**config.mk**
```make
export PLATFORM = sky130hd
export DESIGN_NAME = gate_vec_stream
export DESIGN_NICKNAME = d
export VERILOG_FILES = /design/src/rtl/gate_vec_stream.sv
export SDC_FILE = /design/constraint.sdc
export NUM_CORES = 1
export LEC_CHECK = 0
export ABC_AREA = 1
export BUFFER_PORTS_ARGS = -buffer_cell sky130_fd_sc_hd__buf_2
export CAP_MARGIN = 0
export CORE_MARGIN = 3
export CORE_UTILIZATION = 36
export DETAILED_ROUTE_END_ITERATION = 7
export GPL_ROUTABILITY_DRIVEN = 0
export GPL_TIMING_DRIVEN = 0
export REMOVE_ABC_BUFFERS = 1
export SYNTH_ARGS = -nofsm -noshare
export SYNTH_HDL_FRONTEND = slang
export SYNTH_SLANG_ARGS = --single-unit
```
**constraint.sdc**
```tcl
create_clock -name clk -period 2.2 [get_ports clk]
set_input_delay 0.22 -clock clk [delete_from_list [all_inputs] [get_ports clk]]
set_output_delay 0.22 -clock clk [all_outputs]
set_load 0.05 [all_outputs]
```
**src/rtl/gate_vec_stream.sv**
```systemverilog
// Registered neighbour-gate stream stage: per-beat AND/OR/XOR of adjacent bits,
// temporal toggle against the previous beat, popcount, and a saturating difference total.
module gate_vec_stream #(
  parameter int WIDTH = 8,
  parameter int CNT_W = 16,
  localparam int POP_W = $clog2(WIDTH + 1)
) (
  input  logic               clk,
  input  logic               rst_n,
  input  logic               wrap_en,
  input  logic               acc_clr,
  input  logic               in_valid,
  output logic               in_ready,
  input  logic [WIDTH-1:0]   in_data,
  output logic               out_valid,
  input  logic               out_ready,
  output logic [WIDTH-2:0]   out_both,
  output logic [WIDTH-2:0]   out_any,
  output logic [WIDTH-1:0]   out_diff,
  output logic [WIDTH-1:0]   out_toggle,
  output logic [POP_W-1:0]   out_pop,
  output logic [CNT_W-1:0]   diff_total
);

  // One extra bit lets the sum overflow past CNT_MAX without wrapping before the clamp.
  localparam int SUM_W = ((CNT_W > POP_W) ? CNT_W : POP_W) + 1;
  localparam logic [SUM_W-1:0] CNT_MAX = SUM_W'({CNT_W{1'b1}});

  function automatic logic [POP_W-1:0] popcount(input logic [WIDTH-1:0] v);
    logic [POP_W-1:0] cnt;
    cnt = '0;
    for (int i = 0; i < WIDTH; i++) begin
      cnt = cnt + {{(POP_W-1){1'b0}}, v[i]};
    end
    return cnt;
  endfunction

  logic               accept_s;
  logic               xfer_s;
  logic [WIDTH-2:0]   both_s;
  logic [WIDTH-2:0]   any_s;
  logic [WIDTH-1:0]   diff_s;
  logic [POP_W-1:0]   pop_s;
  logic [SUM_W-1:0]   base_s;
  logic [SUM_W-1:0]   sum_s;

  logic               out_valid_q,  out_valid_d;
  logic [WIDTH-2:0]   out_both_q,   out_both_d;
  logic [WIDTH-2:0]   out_any_q,    out_any_d;
  logic [WIDTH-1:0]   out_diff_q,   out_diff_d;
  logic [WIDTH-1:0]   out_toggle_q, out_toggle_d;
  logic [POP_W-1:0]   out_pop_q,    out_pop_d;
  logic [CNT_W-1:0]   diff_total_q, diff_total_d;
  logic [WIDTH-1:0]   prev_q,       prev_d;

  assign in_ready = ~out_valid_q | out_ready;
  assign accept_s = in_valid & in_ready;
  assign xfer_s   = out_valid_q & out_ready;

  // Neighbour gates and popcount of the incoming beat.
  always_comb begin
    both_s = '0;
    any_s  = '0;
    diff_s = '0;
    for (int i = 0; i < WIDTH - 1; i++) begin
      both_s[i] = in_data[i+1] & in_data[i];
      any_s[i]  = in_data[i+1] | in_data[i];
      diff_s[i] = in_data[i+1] ^ in_data[i];
    end
    if (wrap_en) begin
      diff_s[WIDTH-1] = in_data[0] ^ in_data[WIDTH-1];
    end else begin
      diff_s[WIDTH-1] = 1'b0;
    end
    pop_s = popcount(diff_s);
  end

  // Next-state for output registers, previous vector and the running total.
  always_comb begin
    out_valid_d  = out_valid_q;
    out_both_d   = out_both_q;
    out_any_d    = out_any_q;
    out_diff_d   = out_diff_q;
    out_toggle_d = out_toggle_q;
    out_pop_d    = out_pop_q;
    prev_d       = prev_q;
    diff_total_d = diff_total_q;

    // Clear happens before the add so a same-cycle accept contributes its popcount.
    if (acc_clr) begin
      base_s = '0;
    end else begin
      base_s = SUM_W'(diff_total_q);
    end
    sum_s = base_s + SUM_W'(pop_s);

    if (accept_s) begin
      out_valid_d  = 1'b1;
      out_both_d   = both_s;
      out_any_d    = any_s;
      out_diff_d   = diff_s;
      out_toggle_d = in_data ^ prev_q;
      out_pop_d    = pop_s;
      prev_d       = in_data;
      if (sum_s > CNT_MAX) begin
        diff_total_d = {CNT_W{1'b1}};
      end else begin
        diff_total_d = sum_s[CNT_W-1:0];
      end
    end else begin
      if (xfer_s) begin
        out_valid_d = 1'b0;
      end else begin
        out_valid_d = out_valid_q;
      end
      diff_total_d = base_s[CNT_W-1:0];
    end
  end

  // State registers.
  always_ff @(posedge clk or negedge rst_n) begin
    if (!rst_n) begin
      out_valid_q  <= 1'b0;
      out_both_q   <= '0;
      out_any_q    <= '0;
      out_diff_q   <= '0;
      out_toggle_q <= '0;
      out_pop_q    <= '0;
      prev_q       <= '0;
      diff_total_q <= '0;
    end else begin
      out_valid_q  <= out_valid_d;
      out_both_q   <= out_both_d;
      out_any_q    <= out_any_d;
      out_diff_q   <= out_diff_d;
      out_toggle_q <= out_toggle_d;
      out_pop_q    <= out_pop_d;
      prev_q       <= prev_d;
      diff_total_q <= diff_total_d;
    end
  end

  assign out_valid  = out_valid_q;
  assign out_both   = out_both_q;
  assign out_any    = out_any_q;
  assign out_diff   = out_diff_q;
  assign out_toggle = out_toggle_q;
  assign out_pop    = out_pop_q;
  assign diff_total = diff_total_q;

endmodule

```
==> reports/results.ini <==
[layout]
fillers=804
multi_input_area_sq_um=1660
drive_above_1_share=0.332
area_growth_syn_to_layout_pct=29.7
n_antenna_cell=0
regArea_sq_um=1480
fin_nets=506

[grt]
grt_pass1_vias=2741
grt_usage=0.163
grt_remaining_overflow=0
antenna_found_initial=0
grt_pass1_wl_um=13000
grt_max_degree=60

[sta]
holdWs_ns=-0.0480
setup-tns-final_ns=-27.17
worst_slew_pin_slew_ns=0.775
max_slew_margin=0.484
fin_skew_ns=0.0101
min_period_over_period=1.73
rsz0062_at_grt=yes
layout_setup_ws_ns=-1.60
finalHoldViolCount=59
drv_slew=0
fmax_mhz=263
min_period_ns=3.80
setup_violations=20

[detailed_routing]
vias_per_cell=4.73
route.vias.total=2722
routed_wirelength_um=7700
drtPass1Iterations=4
wl_per_cell_um=13.4
ant_nets=0
drc=0
drtIter0Drc=171

[synth]
yosys.area.top_type=dfrtp_1
synth_area_leaders=dfrtp_1 46%, nand2_1 14%, ha_1 8.2%
synth_ff_type=dfrtp_1
async_flop_share=1.00
netlist_top_cells_count=118 x nand2_1, 59 x dfrtp_1, 43 x inv_1, 31 x o21ai_0, 30 x nor2_1
ys_seq_area_frac=0.459
synth.top_cell.area_share=0.459
ys_ff_latch=59
postSynthCellCount=384
synth_cell_type_count=26
yosysWarnings=0
synth_most_common_cell=nand2_1
syn-cell-area_sq_um=3220
synth_edf_count=0
syn_avg_cell_area_sq_um=8.38

[power_and_ir_drop]
netSwitchingPower_mw=1.72
clkPwrFrac=0.216
vdd_ir_drop_max_mv=0.544
pwr-share-comb=0.442
p_leak_nw=2.21
p_per_area_nw_per_um2=960
p_sw_frac=0.428
seq_power_share=0.342
cellInternalPower_mw=2.29

[floorplan]
io_pins=66
die_x_um=101
initial_core_util=0.380
row_count=33
core_sq_um=8460
die_height_um=101
die-area_sq_um=10100

[clock_tree]
clk_path_buf_depth=2
cts_hold_buf=0
cts_tree=done
cts-buffers-inserted=9
clk-insertion-delay-late_ns=0.35
htreeDepth=3
clock-sinks=59
root_buffer=clkbuf_8
clk_pin_slew_ns=0.07

[job]
cap_violations=0

[setup_path]
start_kind=input pin
r2r_slack_ns=-0.18
crit_path_end_kind=flip-flop
path_max_fanout=6
crit_chain=buf_8, inv_6, ha_4, inv_2, fa_1, inv_2, fa_1, fa_1, ha_4, inv_2, fa_2, xnor2_2, ha_1, nand2_1, inv_1, nand2_2, nand2_4, inv_2, nor2_2, nand4_1, buf_6, o21ai_2
arrival_ns=4.07
cpLargestDelayFamily=adder cells
path_buf_inv=8
slowest_stage=fa_1
max_stage_delay_ns=0.58
crit_top_cell=inv_2
worstPathRequired_ns=2.47
path_class=in2reg

[placed_design]
post-place-ws_ns=-2.78
hpwl_um=5110
port_buffers=65

[status]
violations=negative hold slack, negative setup slack
status=finished, violations left

[min_path]
hold_class=in2async

==> layout by cell type, fill, tap and decap left out, drive strengths merged <==
cell type / instances
nand2: 121
buf: 85
dfrtp: 59
inv: 45
nor2: 34
o21ai: 32
nand3: 28
ha: 21
clkbuf: 10
xnor2: 9
nand4: 6
fa: 5
clkinv: 3
a21oi: 3
nand3b: 2
clkinvlp: 2
nor3: 2
or2: 1
xor2: 1
a31oi: 1
==> what timing repair did <==
action | CTS | global route
endpoints found under the setup margin | 20 | 20
gates cloned | 1 | 0
gates resized for setup | 60 | 14
setup buffers | 14 | 4
pin swaps | 23 | 12
==> worst paths after layout <==
kind                                             to                     from  cells past startpoint
min in group clk              prev_q[0]$_DFFE_PN0P_               in_data[0]                      3
max in group asynchronous  diff_total[14]$_DFF_PN0_                    rst_n                      1
hold / removal              out_both[0]$_DFFE_PN0P_                    rst_n                      1
hold reg to reg             out_both[5]$_DFFE_PN0P_  out_both[5]$_DFFE_PN0P_                      2
setup / recovery            diff_total[0]$_DFF_PN0_               in_data[3]                     22
setup reg to reg            diff_total[0]$_DFF_PN0_    out_valid$_DFFE_PN0P_                      7
==> power by group through the flow <==
stage / logic (mW) / registers [mW] / clock network (mW)
finish: 1.77 / 1.37 / 0.867
global route: 1.93 / 1.39 / 0.939
CTS: 1.67 / 1.37 / 0.906
detailed placement: 1.47 / 1.39 / 0
global placement: 1.44 / 1.39 / 0
floorplan: 0.555 / 1.93 / 0
==> area by class of cell <==
class / instances / share of cell area
multi-input cells: 266 / 0.398
flip-flops and latches: 59 / 0.354
repair buffers: 85 / 0.131
inverters: 45 / 0.0453
clock buffers: 10 / 0.0330
well taps: 105 / 0.0315
clock inverters: 5 / 0.00719
==> stage by stage <==
step | cells | power [mW] | util | hold WS (ns) | cell area [sq um]
after floorplan | 370 | 2.48 | - | -0.0756 | 3140
after global placement | 540 | 2.83 | 0.425 | 0.457 | 3600
after detailed placement | 541 | 2.86 | 0.427 | 0.460 | 3620
after CTS | 571 | 3.95 | 0.483 | 0.162 | 4090
after global routing | 575 | 4.26 | 0.493 | 0.00782 | 4180
final | 575 | 4.01 | 0.493 | -0.0480 | 4180
==> metal layers <==
layer / global-route usage / up-vias / wire [um]
met3: 0.0367 / 7 / 374
met5: 0 / - / 0
li1: - / 1368 / -
met1: 0.208 / 1292 / 3450
met2: 0.267 / 55 / 3800
met4: 0.0663 / 0 / 71
==> state kept, by name, indices dropped and copies added (netlist names) <==
register	flops
diff_total	16
out_any	7
out_both	7
out_diff	8
out_pop	4
out_toggle	8
out_valid	1
prev_q	8
==> kinds of logic after synthesis <==
family / synth area share
flops: 0.459
xor+xnor: 0.0272
fa+ha+maj: 0.113
buf+inv: 0.0773
simple gates: 0.267
compound gates: 0.0575
No activity file was read; power rests on OpenSTA's default activity.
